<file path="src/rtl/iob_ext_mem_arbiter_pkg.sv">
// Shared definitions for the external-memory arbiter.
//   state_t   : arbiter FSM state encoding
//   idx_width : width of a master index for a given master count (min 1)
package iob_ext_mem_arbiter_pkg;

  typedef enum logic [1:0] {
    ST_IDLE    = 2'd0,
    ST_GRANT   = 2'd1,
    ST_WAIT_RD = 2'd2
  } state_t;

  function automatic int idx_width(input int n);
    return (n > 1) ? $clog2(n) : 1;
  endfunction

endpackage

</file>
<file path="src/rtl/iob_rr_prio.sv">
// Round-robin priority selector.
// Searches the request vector starting one position after the last winner,
// wrapping modulo N, and reports the first requester found.
//   req_i      in  N       request vector
//   last_i     in  IDX_W   index of the previous winner
//   winner_o   out N       one-hot winner (zero when no request)
//   win_idx_o  out IDX_W   binary index of the winner
//   any_o      out 1       at least one request present
module iob_rr_prio #(
  parameter int N     = 2,
  parameter int IDX_W = 1
) (
  input  logic [N-1:0]     req_i,
  input  logic [IDX_W-1:0] last_i,
  output logic [N-1:0]     winner_o,
  output logic [IDX_W-1:0] win_idx_o,
  output logic             any_o
);

  always_comb begin
    int   cand;
    logic found;
    winner_o  = '0;
    win_idx_o = '0;
    found     = 1'b0;
    cand      = 0;
    for (int i = 1; i <= N; i++) begin
      cand = (int'(last_i) + i) % N;
      if (!found && req_i[cand[IDX_W-1:0]]) begin
        found                         = 1'b1;
        winner_o[cand[IDX_W-1:0]]     = 1'b1;
        win_idx_o                     = cand[IDX_W-1:0];
      end
    end
    any_o = found;
  end

endmodule

</file>
<file path="src/rtl/iob_ext_mem_arbiter.sv">
// Round-robin arbiter sharing one external memory port among N_MASTERS
// requesters. One transaction is outstanding at a time.
//
// state      | meaning
// -----------+-----------------------------------------------------------
// ST_IDLE    | no owner; pick round-robin winner when any request is valid
// ST_GRANT   | owner's request routed to the memory port until accepted
// ST_WAIT_RD | read accepted; waiting (unbounded) for s_rvalid_i
//
// Ports:
//   clk_i, rst_i, cke_i                 clock, sync active-high reset, clock enable
//   m_avalid_i/m_addr_i/m_wdata_i/m_wstrb_i  per-master requests (slice i = master i)
//   m_rdata_o, m_rvalid_o, m_ready_o    per-master responses (rdata broadcast)
//   s_avalid_o/s_addr_o/s_wdata_o/s_wstrb_o  shared memory request
//   s_rdata_i, s_rvalid_i, s_ready_i    shared memory response
//   grant_o, busy_o                     current owner (one-hot), FSM not idle
module iob_ext_mem_arbiter
  import iob_ext_mem_arbiter_pkg::*;
#(
  parameter int ADDR_W    = 32,
  parameter int DATA_W    = 32,
  parameter int N_MASTERS = 2
) (
  input  logic                              clk_i,
  input  logic                              rst_i,
  input  logic                              cke_i,
  input  logic [N_MASTERS-1:0]              m_avalid_i,
  input  logic [N_MASTERS*ADDR_W-1:0]       m_addr_i,
  input  logic [N_MASTERS*DATA_W-1:0]       m_wdata_i,
  input  logic [N_MASTERS*(DATA_W/8)-1:0]   m_wstrb_i,
  output logic [DATA_W-1:0]                 m_rdata_o,
  output logic [N_MASTERS-1:0]              m_rvalid_o,
  output logic [N_MASTERS-1:0]              m_ready_o,
  output logic                              s_avalid_o,
  output logic [ADDR_W-1:0]                 s_addr_o,
  output logic [DATA_W-1:0]                 s_wdata_o,
  output logic [DATA_W/8-1:0]               s_wstrb_o,
  input  logic [DATA_W-1:0]                 s_rdata_i,
  input  logic                              s_rvalid_i,
  input  logic                              s_ready_i,
  output logic [N_MASTERS-1:0]              grant_o,
  output logic                              busy_o
);

  localparam int IDX_W  = idx_width(N_MASTERS);
  localparam int STRB_W = DATA_W / 8;

  state_t                 state;
  logic [IDX_W-1:0]       grant_idx;
  logic [IDX_W-1:0]       last_grant;
  logic [N_MASTERS-1:0]   grant_q;

  logic [N_MASTERS-1:0]   rr_winner;
  logic [IDX_W-1:0]       rr_idx;
  logic                   rr_any;

  logic                   sel_avalid;
  logic [ADDR_W-1:0]      sel_addr;
  logic [DATA_W-1:0]      sel_wdata;
  logic [STRB_W-1:0]      sel_wstrb;

  iob_rr_prio #(
    .N     (N_MASTERS),
    .IDX_W (IDX_W)
  ) u_rr_prio (
    .req_i     (m_avalid_i),
    .last_i    (last_grant),
    .winner_o  (rr_winner),
    .win_idx_o (rr_idx),
    .any_o     (rr_any)
  );

  // Request fields of the owner, selected by the registered grant index.
  always_comb begin
    sel_avalid = m_avalid_i[grant_idx];
    sel_addr   = m_addr_i[grant_idx*ADDR_W +: ADDR_W];
    sel_wdata  = m_wdata_i[grant_idx*DATA_W +: DATA_W];
    sel_wstrb  = m_wstrb_i[grant_idx*STRB_W +: STRB_W];
  end

  always_ff @(posedge clk_i) begin
    if (rst_i) begin
      state      <= ST_IDLE;
      grant_idx  <= '0;
      grant_q    <= '0;
      last_grant <= IDX_W'(N_MASTERS - 1);
    end else if (cke_i) begin
      case (state)
        ST_IDLE: begin
          if (rr_any) begin
            grant_idx <= rr_idx;
            grant_q   <= rr_winner;
            state     <= ST_GRANT;
          end
        end
        ST_GRANT: begin
          if (!sel_avalid) begin
            // owner withdrew before acceptance: abandon without a transfer
            state      <= ST_IDLE;
            grant_q    <= '0;
            last_grant <= grant_idx;
          end else if (s_ready_i) begin
            if (sel_wstrb != '0) begin
              state      <= ST_IDLE;
              grant_q    <= '0;
              last_grant <= grant_idx;
            end else begin
              state <= ST_WAIT_RD;
            end
          end
        end
        ST_WAIT_RD: begin
          if (s_rvalid_i) begin
            state      <= ST_IDLE;
            grant_q    <= '0;
            last_grant <= grant_idx;
          end
        end
        default: begin
          state   <= ST_IDLE;
          grant_q <= '0;
        end
      endcase
    end
  end

  // Memory-port routing; everything is forced to zero outside the owning state
  // so stray slave responses never reach a master.
  always_comb begin
    s_avalid_o = 1'b0;
    s_addr_o   = '0;
    s_wdata_o  = '0;
    s_wstrb_o  = '0;
    m_ready_o  = '0;
    m_rvalid_o = '0;
    case (state)
      ST_GRANT: begin
        s_avalid_o           = sel_avalid;
        s_addr_o             = sel_addr;
        s_wdata_o            = sel_wdata;
        s_wstrb_o            = sel_wstrb;
        m_ready_o[grant_idx] = s_ready_i;
      end
      ST_WAIT_RD: begin
        m_rvalid_o[grant_idx] = s_rvalid_i;
      end
      default: begin
      end
    endcase
  end

  assign m_rdata_o = s_rdata_i;
  assign grant_o   = grant_q;
  assign busy_o    = (state != ST_IDLE);

endmodule

</file>
<file path="config.mk">
export PLATFORM = sky130hd
export DESIGN_NAME = iob_ext_mem_arbiter
export DESIGN_NICKNAME = d
export VERILOG_FILES = /design/src/rtl/iob_ext_mem_arbiter_pkg.sv /design/src/rtl/iob_rr_prio.sv /design/src/rtl/iob_ext_mem_arbiter.sv
export SDC_FILE = /design/constraint.sdc
export NUM_CORES = 1
export LEC_CHECK = 0
export CAP_MARGIN = 25
export CORE_AREA = 5 5 106 108
export CTS_CLUSTER_SIZE = 40
export DETAILED_ROUTE_END_ITERATION = 8
export DIE_AREA = 0 0 111 113
export MAX_ROUTING_LAYER = met4
export PLACE_DENSITY_LB_ADDON = 0.25
export SYNTH_ARGS = -nofsm -noshare
export SYNTH_HDL_FRONTEND = slang
export SYNTH_SLANG_ARGS = --single-unit
</file>
<file path="constraint.sdc">
create_clock -name clk_i -period 4.65 [get_ports clk_i]
set_input_delay 0.6975 -clock clk_i [delete_from_list [all_inputs] [get_ports clk_i]]
set_output_delay 0.6975 -clock clk_i [all_outputs]
set_load 0.02 [all_outputs]
</file>
Yosys cells after proc, flatten, opt, wreduce, memory -nomap -nowiden
Index checks and enable logic that the tools add are counted.
{"block": "totals", "word_cells": 77, "in_bits": 175, "regBits": 6}
{"block": "op_classes", "n_reduce_logical": 13, "eq_ne": 6, "order_cmp": 6, "shift": 3, "mux": 40, "n_bitwise": 3, "n_addsub": 2}
{"cell": "indexed part select 64 x 7 -> 32 bit", "count": 2}
{"cell": "two-way mux 32 bit", "count": 2}
{"cell": "two-way mux 2 bit", "count": 13}
{"cell": "two-way mux 1 bit", "count": 18}
{"cell": "one-hot mux 2 bit (3 select lines)", "count": 2}
{"cell": "AND reduction 5 bit", "count": 2}
{"cell": "indexed part select 8 x 4 -> 4 bit", "count": 1}
{"cell": "< comparator 1 x 2 -> 1 bit (second input constant)", "count": 3}
{"cell": "inequality test 3 bit (second input constant)", "count": 2}
{"cell": "AND 2 bit", "count": 2}
{"cell": "logical AND 1 bit", "count": 4}
{"cell": "two-way mux 4 bit", "count": 1}
{"cell": "inequality test 2 bit (second input constant)", "count": 2}
{"cell": "AND reduction 4 bit", "count": 1}
{"cell": "nonzero test 2 bit", "count": 2}
{"cell": "nonzero test 4 bit", "count": 1}
{"cell": "demux 1 bit (select 1 bit)", "count": 3}
{"cell": ">= comparator 1 bit (second input constant)", "count": 3}
{"cell": "AND reduction 3 bit", "count": 1}
{"cell": "adder 1 bit (second input constant)", "count": 2}
{"cell": "== test 2 x 1 -> 1 bit (second input constant)", "count": 1}
{"cell": "== test 2 bit (second input constant)", "count": 1}
{"cell": "zero test 2 bit", "count": 1}
{"cell": "OR 2 bit", "count": 1}
{"cell": "other kinds (2)", "count": 2}

Logic depth before layout (Yosys ltp)
{"block": "depth", "ltp_word": 10, "depth_mapped": 6, "ltp_nobuf": 5}

Cells and area by module
A second synthesis with hierarchy kept.
{"block": "hier_totals", "hier_cells": 235, "hier_area_um2": 1652.8}
{"module": "iob_ext_mem_arbiter", "instances": 1, "area_per_inst_um2": 1620.3, "seq_area_each_um2": 120.1, "cells_each": 230}
{"module": "iob_rr_prio", "instances": 1, "area_per_inst_um2": 32.5, "seq_area_each_um2": 0.0, "cells_each": 5}

Least setup slack after synthesis
OpenSTA, ideal clock, no wires.
{"block": "synth_timing", "path_kind": "register to output", "startpoint": "register grant_idx", "endpoint": "output m_ready_o[1]", "path_buffers": 3, "slack_ns": 2.372, "path_stages_with_launch": 6, "arrival_time_ns": 1.580, "required_ns": 3.953, "path_cell_list": "dfxtp_1 -> buf_6 -> buf_2 -> buf_1 -> inv_1 -> nor3_1"}
{"block": "synth_between", "elab_chain_cells": 6, "elab_cells_between_ends": 7, "classes_between": "order compare (2); mux (3); bitwise (1); reduce/logical (1)"}
{"item": "start: declaration", "line": "iob_ext_mem_arbiter.sv:49", "source": "logic [IDX_W-1:0] grant_idx;"}
{"item": "start signal: assignment", "line": "iob_ext_mem_arbiter.sv:91", "source": "grant_idx <= rr_idx;"}
{"item": "< comparator 1 x 2 -> 1 bit (implied by the code) / >= comparator 1 bit (equally long branches)", "line": "iob_ext_mem_arbiter.sv:142", "source": "m_ready_o[grant_idx] = s_ready_i;"}
{"item": "logical AND 1 bit (implied by the code)", "line": "iob_ext_mem_arbiter.sv:142"}
{"item": "two-way mux 1 bit (implied by the code)", "line": "iob_ext_mem_arbiter.sv:142"}
{"item": "demux 1 bit (select 1 bit) (*)", "line": "iob_ext_mem_arbiter.sv:142"}
{"item": "AND 2 bit (no line) (*)"}
{"item": "two-way mux 2 bit (*)", "line": "iob_ext_mem_arbiter.sv:136", "source": "case (state)"}
{"item": "end: declaration", "line": "iob_ext_mem_arbiter.sv:33", "source": "output logic [N_MASTERS-1:0] m_ready_o,"}
Mark *: on every way between the ends. The rest lies on a longest branch, timed or not.

Worst setup path in the final report
{"block": "layout_timing", "startpoint": "register grant_idx", "endpoint": "output s_addr_o[23]"}
{"block": "layout_between", "elab_chain_cells": 2}
{"item": "indexed part select 64 x 7 -> 32 bit", "line": "iob_ext_mem_arbiter.sv:76", "source": "sel_addr = m_addr_i[grant_idx*ADDR_W +: ADDR_W];"}
{"item": "two-way mux 32 bit", "line": "iob_ext_mem_arbiter.sv:136"}
{"item": "end: declaration", "line": "iob_ext_mem_arbiter.sv:35", "source": "output logic [ADDR_W-1:0] s_addr_o,"}
No other way between the ends.

==> metrics.log <==
INFO  metric via_count = 2,254
INFO  metric ir_worst_vdd = 0.0593 mV
INFO  metric run_status = complete, no violations
INFO  metric initial_core_util = 16.4%
INFO  metric syn-cell-area = 1660 µm²
INFO  metric synthesis.nets = 414
INFO  metric dr.first_iter.drc_count = 72
INFO  metric worstPathRequired = 3950 ps
INFO  metric post_cts_resized = 0
INFO  metric leakage = 1.32 nW
INFO  metric ctsLongestPathBuffers = 2
INFO  metric hp-class = register to register
INFO  metric numPortBuffers = 218
INFO  metric gr-usage-all-layers = 12.6%
INFO  metric synth_async_sr_flop_share = 0%
INFO  metric clock_latency = 220 ps
INFO  metric min_delay_path_depth = 2
INFO  metric synth_enable_flop_cells = 0
INFO  metric cts.hold.buffers_added = 0
INFO  metric hpwl = 7050 µm
INFO  metric min_period_over_period = 69.7%
INFO  metric ys.flop_type = dfxtp_1
INFO  metric die_w = 111 µm
INFO  metric syn-instance-count = 239
INFO  metric h-tree-depth = 1
INFO  metric cts_inserted_buffers = 3
INFO  metric cp-end-kind = output port
INFO  metric drive_gt1_share = 2.66%
INFO  metric routedWlPerCell = 15.4 µm
INFO  metric area.growth.synth_to_final = 126%
INFO  metric cts_root_buf = clkbuf_8
INFO  metric clock_tree_from_tritoncts = yes
INFO  metric overall_die_area = 12,500 µm²
INFO  metric std_cell_rows = 37
INFO  metric crit_fanout = 57
INFO  metric maxSlewHeadroom = 39.4%
INFO  metric max_cap_viol_count = 0
INFO  metric core = 10,100 µm²
INFO  metric yosys_warn_count = 0
INFO  metric number_of_i_o_pins = 283
INFO  metric clkSinkCount = 6
INFO  metric drtAntennaViolNets = 0
INFO  metric fillerInstances = 1,028
INFO  metric largest_net_degree_at_the_start_of_global_routing = 58
INFO  metric synth_seq_area_share = 7.24%
INFO  metric globalRouteOverflowTotal = 0
INFO  metric route.detailed.vias_per_inst = 4.11
INFO  metric drt_wl_total = 8440 µm
INFO  metric final_hold_viol_count = 0
INFO  metric n_antenna_cell = 0
INFO  metric finalPower = 0.000505 W
INFO  metric commonest_cells_after_routing_fill_and_taps_aside = clkdlybuf4s50_1, nor2_1, mux2i_1
INFO  metric timing.critical_path.arrival = 2550 ps
INFO  metric r2r_cells = 6
INFO  metric timing.fmax = 308 MHz
INFO  metric replace_congestion = 0.809
INFO  metric period_needed = 3240 ps
INFO  metric ff_latch_area = 124 µm²
INFO  metric maximum_clock_skew_at_final_layout = 0.750 ps
INFO  metric yosysUniqueCellTypes = 26
INFO  metric cts_post_setup_buffers_inserted = 0
INFO  metric setup.worst_path.start_class = register
INFO  metric number_of_antenna_violations_at_the_first_check_in_global_routing = 0
INFO  metric first_global_vias = 2,457
INFO  metric power_density = 135 nW/µm²
INFO  metric cts.clk_slew.worst_paths = 40 ps
INFO  metric dr.pass1.iters = 4
INFO  metric finalSetupViolations = 0
INFO  metric drv_slew = 0
INFO  metric tightestPinTransition = 909 ps
INFO  metric die_h = 113 µm
INFO  metric setup_total_negative_slack = 0 ps
INFO  metric drcViolationCount = 0
INFO  metric syn_area_per_cell = 6.94 µm²
INFO  metric final.hold.worst_slack = 487 ps
INFO  metric rsz0062_at_grt = false
INFO  metric total_of_flip_flops_plus_latches_after_synthesis = 6
INFO  metric mostFrequentLayoutCell = clkdlybuf4s50_1
INFO  metric grt_first_pass_wirelength = 12,800 µm
INFO  metric critical_path_class = register to output port
INFO  metric multi_input_area = 1200 µm²
INFO  metric fin_nets = 589
==> metrics by stage <==
step | worst slack (ps) | cells | instance area [µm²] | util, %
3_3_place_gp | 1640 | 545 | 3710 | 36.6
5_1_grt | 1230 | 549 | 3750 | 37.0
2_1_floorplan | 2370 | 239 | 1660 | -
4_1_cts | 1390 | 549 | 3750 | 37.0
6_report | 1410 | 549 | 3750 | 37.0
3_5_place_dp | 1630 | 545 | 3710 | 36.6
==> worst max-delay path: stages, from the launching register on <==
cell             delay, ps
dfxtp_4                910
buf_4                  470
mux2i_1                130
nor2_1                 110
clkdlybuf4s50_1        620
==> metal layers <==
layer / track usage [%] / vias to the layer above / part of all wire [%]
met3: 2.51 / 26 / 7.2
li1: - / 1119 / -
met1: 14.8 / 972 / 41
met4: 4.11 / 0 / 2.1
met2: 21.6 / 137 / 49
met5: - / - / 0
==> report_power, final <==
group,total [W],switching (W),internal [W],leakage (nW)
Sequential,0.0000738,0.0000192,0.0000547,0.0498
Combinational,0.000347,0.000135,0.000213,1.25
Clock,0.0000838,0.0000246,0.0000592,0.0228
Total,0.000505,0.000178,0.000327,1.32
==> synth_stat cells, types with 2 or more instances <==
cell type	count	share of area, %
a21oi_1	3	0.90
buf_1	4	0.90
buf_2	7	2.1
buf_4	32	14
clkbuf_1	6	1.4
dfxtp_1	6	7.2
inv_1	4	0.90
mux2i_1	71	43
nand2_1	2	0.45
nand2b_1	3	1.1
nand3b_1	2	0.90
nor2_1	81	18
nor3_1	4	1.2
o21ai_0	2	0.60
==> state kept, by name, summed over array words and instances (netlist names) <==
| register | cells |
|---|---|
| grant_idx | 1 |
| grant_o | 2 |
| last_grant | 1 |
| state | 2 |
==> final cells by class <==
class | count | share of cell area, %
timing repair buffer | 220 | 58.5
clock buffer | 4 | 1.20
inverter | 4 | 0.400
tap | 136 | 4.53
sequential | 6 | 3.30
multi-input combinational | 179 | 32.0
==> cell families (layout without fill, tap and decap cells) <==
family / Yosys count / in the layout / synth area share [%]
flip-flops: 6 / 6 / 7.24
multiplexers: 71 / 71 / 42.8
buffers and inverters: 54 / 228 / 20.4
AND/OR/NAND/NOR: 97 / 97 / 24.6
AO/OA/AOI/OAI: 11 / 11 / 4.90
==> final timing paths <==
kind                        endpoint                    start  slack, ps
max                     s_addr_o[23]   grant_idx$_SDFFE_PP0P_       1410
min          grant_o[0]$_SDFFE_PP0P_  grant_o[0]$_SDFFE_PP0P_        490
max reg2reg  grant_o[1]$_SDFFE_PP0P_    state[1]$_SDFFE_PP0P_       2140
min reg2reg  grant_o[0]$_SDFFE_PP0P_  grant_o[0]$_SDFFE_PP0P_        490
(Power assumes the default switching activity.)
